File: src/rtl/data_mem_arbiter.sv
// rtl/data_mem_arbiter.sv - shares the single-port Data_Memory between the CPU MEM stage and a DMA port
// CPU has priority; a starvation counter and a burst cap bound each side's wait.
module data_mem_arbiter #(
  parameter int WIDTH        = 32,
  parameter int STARVE_LIMIT = 4,
  parameter int MAX_BURST    = 4
) (
  input  logic             CLK,
  input  logic             RST,
  input  logic             cpu_req,
  input  logic             cpu_we,
  input  logic [WIDTH-1:0] cpu_addr,
  input  logic [WIDTH-1:0] cpu_wd,
  output logic [WIDTH-1:0] cpu_rd,
  output logic             cpu_stall,
  input  logic             dma_req,
  input  logic             dma_we,
  input  logic [WIDTH-1:0] dma_addr,
  input  logic [WIDTH-1:0] dma_wd,
  output logic [WIDTH-1:0] dma_rd,
  output logic             dma_gnt,
  output logic [WIDTH-1:0] mem_A,
  output logic [WIDTH-1:0] mem_WD,
  output logic             mem_WE,
  input  logic [WIDTH-1:0] mem_RD
);

  localparam int BW = $clog2(MAX_BURST + 1);
  localparam int SW = $clog2(STARVE_LIMIT + 1);
  localparam logic [BW-1:0] BURST_CAP  = BW'(MAX_BURST);
  localparam logic [SW-1:0] STARVE_CAP = SW'(STARVE_LIMIT);

  typedef enum logic [1:0] {IDLE = 2'b00, CPU = 2'b01, DMA = 2'b10} owner_t;

  owner_t        owner, owner_next;
  logic [BW-1:0] burst_cnt, burst_next;
  logic [SW-1:0] starve_cnt, starve_next;
  logic          cpu_gnt;

  always_ff @(posedge CLK or posedge RST) begin
    if (RST) begin
      owner      <= IDLE;
      burst_cnt  <= '0;
      starve_cnt <= '0;
    end else begin
      owner      <= owner_next;
      burst_cnt  <= burst_next;
      starve_cnt <= starve_next;
    end
  end

  // Grant decision: a running DMA burst keeps the port until capped, then the CPU
  // wins unless the DMA has been starved long enough to override it.
  always_comb begin
    cpu_gnt = 1'b0;
    dma_gnt = 1'b0;
    if (!RST) begin
      if (owner == DMA && dma_req && burst_cnt < BURST_CAP) dma_gnt = 1'b1;
      else if (cpu_req && starve_cnt < STARVE_CAP)          cpu_gnt = 1'b1;
      else if (dma_req)                                     dma_gnt = 1'b1;
      else if (cpu_req)                                     cpu_gnt = 1'b1;
    end
    owner_next = dma_gnt ? DMA : (cpu_gnt ? CPU : IDLE);
    burst_next = '0;
    if (dma_gnt)
      burst_next = (burst_cnt == BURST_CAP) ? burst_cnt : burst_cnt + BW'(1);
    starve_next = '0;
    if (dma_req && !dma_gnt)
      starve_next = (starve_cnt == STARVE_CAP) ? starve_cnt : starve_cnt + SW'(1);
  end

  always_comb begin
    mem_A  = '0;
    mem_WD = '0;
    mem_WE = 1'b0;
    cpu_rd = '0;
    dma_rd = '0;
    if (cpu_gnt) begin
      mem_A  = cpu_addr;
      mem_WD = cpu_wd;
      mem_WE = cpu_we;
      cpu_rd = mem_RD;
    end else if (dma_gnt) begin
      mem_A  = dma_addr;
      mem_WD = dma_wd;
      mem_WE = dma_we;
      dma_rd = mem_RD;
    end
    cpu_stall = cpu_req & ~cpu_gnt;
  end

endmodule

File: config.mk
export PLATFORM = sky130hd
export DESIGN_NAME = data_mem_arbiter
export DESIGN_NICKNAME = d
export VERILOG_FILES = /design/src/rtl/data_mem_arbiter.sv
export SDC_FILE = /design/constraint.sdc
export NUM_CORES = 1
export LEC_CHECK = 0
export CAP_MARGIN = 20
export CELL_PAD_IN_SITES_DETAIL_PLACEMENT = 2
export CELL_PAD_IN_SITES_GLOBAL_PLACEMENT = 2
export CORE_AREA = 2 2 127 129
export DETAILED_ROUTE_END_ITERATION = 7
export DIE_AREA = 0 0 129 131
export PLACE_DENSITY = 0.95
export SLEW_MARGIN = 25
export SYNTH_ARGS = -nofsm -noshare
export SYNTH_HDL_FRONTEND = slang
export SYNTH_SLANG_ARGS = --single-unit
File: constraint.sdc
create_clock -name CLK -period 3.35 [get_ports CLK]
set_input_delay 1.005 -clock CLK [delete_from_list [all_inputs] [get_ports CLK]]
set_output_delay 1.005 -clock CLK [all_outputs]
set_load 0.005 [all_outputs]
==> impl_metrics.csv <==
group,metric,value,unit
run_status,status,"finished, final reports clean",
placement,dp_hpwl,11000,um
setup_path,reg2reg_to,"burst_cnt[1]",
routing,drt_iter0_markers,65,
global_route,grt_pass1_wl,22800,um
setup_path,cp_cell_sequence,"buf_6 > nor2b_4 > a211oi_4 > buf_6 > buf_6 > buf_6 > buf_12 > buf_12 > buf_6 > and2_4 > buf_6",
synth,yosysTopAreaCellShare,37.4,%
final_layout,syn_to_final_growth,247,%
routing,vias,3096,
floorplan,die_y,131,um
global_route,grt_util_all_layers,18.3,%
synth,syn_area_per_cell,7.93,um2
worst_hold_path,min_path_type,"reg -> reg",
floorplan,die_area,0.0169,mm2
global_route,antenna_found_initial,0,
cts,h-tree-depth,1,
setup_path,crit_path_frequent_cell,"buf_6",
floorplan,num_io_pins,297,
routing,post-route-drc-count,0,
sta,worst_slack,0.0208,ns
worst_hold_path,hold_depth,2,
floorplan,start_util,9.76,%
setup_path,r2r_slack,1.27,ns
sta,slew_headroom,78.6,%
flow_run,cap_viol_max_count,0,
setup_path,cp-start-kind,"input pin",
routing,top_layer_used,"met4",
cts,clk_latency,0.23,ns
synth,yosysSeqAreaShare,13.1,%
power,irDropWorstVdd,0.000122,V
routing,met3_length,1210,um
sta,slew_violations,0,
setup_path,cp.required,2.34,ns
sta,min_period_over_period,99.4,%
setup_path,critical_path.slowest_cell,"a211oi_4",
sta,rsz0062_at_grt,"yes",
cts,cts_hold_buf,0,
final_layout,drive_gt1_share,33.6,%
cts,cts_inserted_buffers,3,
synth,netlist_area,0.00152,mm2
cts,cts_tree,"built",
final_layout,antenna_cells,0,
synth,synth.area.top_cells,"a22o_1, and2_1, dfrtp_1",
setup_path,path_max_fanout,5,
routing,drt-met1-wl,6140,um
synth,synth_cells,192,
setup_path,r2r_cells,8,
routing,wire_per_inst,22.0,um
floorplan,fp.dieW,129,um
setup_path,slowest_delay,0.24,ns
placement,io_buffers,296,
sta,finalClockSkew,0.00109,ns
power,power_leakage,2.54,nW
cts,cts_root_buf,"clkbuf_16",
routing,via_per_inst,4.16,
synth,ys_ff_latch,8,
synth,synth_top_area_cell,"a22o_1",
synth,synth_nets,362,
routing,ant_nets,0,
floorplan,rows,46,
cts,cts_sinks,8,
cts,cts_buffer_depth,2,
worst_hold_path,whs_endpoint,"burst_cnt[1]",
synth,ys_warn_count,0,
final_layout,nNetsFinal,701,
sta,finalHoldViolCount,0,
global_route,grt_overflow,0,
worst_hold_path,hold_start,"burst_cnt[1]",
sta,setup_viol,0,
cts,clk_pin_slew,0.04,ns
global_route,grt_pass1_vias,3645,
setup_path,cp.arrival,2.32,ns
floorplan,core_area,0.0156,mm2
sta,period_needed,3.33,ns
sta,fmax,0.300,GHz
placement,dp_slack,-0.699,ns
setup_path,end_kind,"output pin",
final_layout,utilization,33.9,%
sta,worstMarginPinSlew,0.321,ns
global_route,grt_max_degree,14,
routing,drt_wl_total,16400,um
routing,wl_met2,8700,um
setup_path,worstReg2RegStart,"burst_cnt[2]",
power,power.density,177,mW/mm2
setup_path,worstSetupPathType,"in -> out",
synth,synth_cell_types,24,
placement,place.gp.congestion,0.694,
routing,drt_first_pass_iters,4,
logic make-up (layout without fill, tap and decap cells):
family | count (synthesis) | after routing | share of synthesized area [%]
flops | 8 | 8 | 13.1
mux | 1 | 1 | 0.657
xor+xnor | 2 | 2 | 1.15
fa+ha+maj | 4 | 4 | 3.29
buf+inv | 28 | 365 | 9.45
simple gates | 78 | 78 | 31.6
compound gates | 71 | 71 | 40.8
worst max-delay path by stage:
stage | slack, ns | startpoint | cells after the start | endpoint
global route | -0.03 | cpu_req | 11 | dma_rd[28]
detailed placement | -0.70 | cpu_req | 6 | mem_A[28]
finish | 0.02 | cpu_req | 11 | dma_rd[2]
floorplan | 0.33 | RST | 5 | mem_A[15]
global placement | -0.61 | cpu_req | 6 | mem_A[28]
CTS | -0.12 | cpu_req | 11 | dma_rd[19]
flip-flops by register name (all words and copies together), names as in the netlist:
name and flops:
burst_cnt 3, starve_cnt 3, owner 2
layout make-up:
type	instances	area, um2
Multi-Input combinational cell	156	1240
Fill cell	1695	10300
Timing Repair Buffer	356	3480
Sequential cell	8	200
Tap cell	216	270
Inverter	6	25.0
Clock buffer	3	75.1
where the power goes:
group          internal (mW)  switching, mW
combinational          0.409          0.220
clock                  0.154         0.0458
sequential             0.102        0.00377
synthesized netlist by cell type:
cell	n
o211a_1	1
a21oi_1	1
clkbuf_2	2
o21ai_0	1
or3b_4	1
nand3_1	1
clkbuf_1	8
nor2b_1	2
o2111a_1	1
nor3_1	3
a211oi_2	1
mux2i_1	1
xnor2_1	2
a21boi_0	1
dfrtp_1	8
inv_1	6
buf_6	3
a22o_1	65
nand3b_1	2
nand2_1	4
ha_1	4
buf_2	8
buf_4	1
and2_1	65
layer usage:
layer  global-route usage [%]  up-vias
met1                     20.7     1494
met2                     34.7      191
met4                     4.16        0
met3                     4.15       26
met5                        0        -
li1                         -     1385
metrics by stage:
step	std cells	hold WS [ns]	power, mW	instance area, um2	TNS [ns]
after global routing	745	0.661	0.985	5290	-0.167
after CTS	746	0.598	0.970	5580	-0.442
after detailed placement	693	0.595	0.660	4770	-78.61
after floorplan	192	0.539	0.243	1520	0
after global placement	693	0.551	0.639	4770	-71.01
final	745	0.596	0.934	5290	0
worst max-delay path, delay by kind of cell:
kind                   cells  cell delay, ns
AO/OA/AOI/OAI              1            0.24
buffers and inverters      8            0.80
AND/OR/NAND/NOR            2            0.25
cell usage in the layout, fill, tap and decap left out, types with 3 or more instances in the layout:
cell             Yosys  routed
nand2_1              4       4
buf_2                8      46
buf_16               0      12
dfrtp_1              8       8
a22o_1              65      65
ha_1                 4       4
clkbuf_2             2      39
and2_1              65      51
buf_8                0       3
inv_1                6       4
clkbuf_16            0       3
nor3_1               3       3
dlygate4sd2_1        0      26
buf_4                1      20
clkdlybuf4s15_1      0      13
clkdlybuf4s50_1      0     162
buf_6                3      19
buf_12               0      15
and2_4               0      14
what timing repair did:
action | in CTS | in global routing
cloned | 16 | 0
setup buffers | 35 | 5
setup endpoints to repair | 131 | 94
pin swaps | 14 | 6
gates resized for setup | 386 | 72
Power figures use the tool's default switching activity.
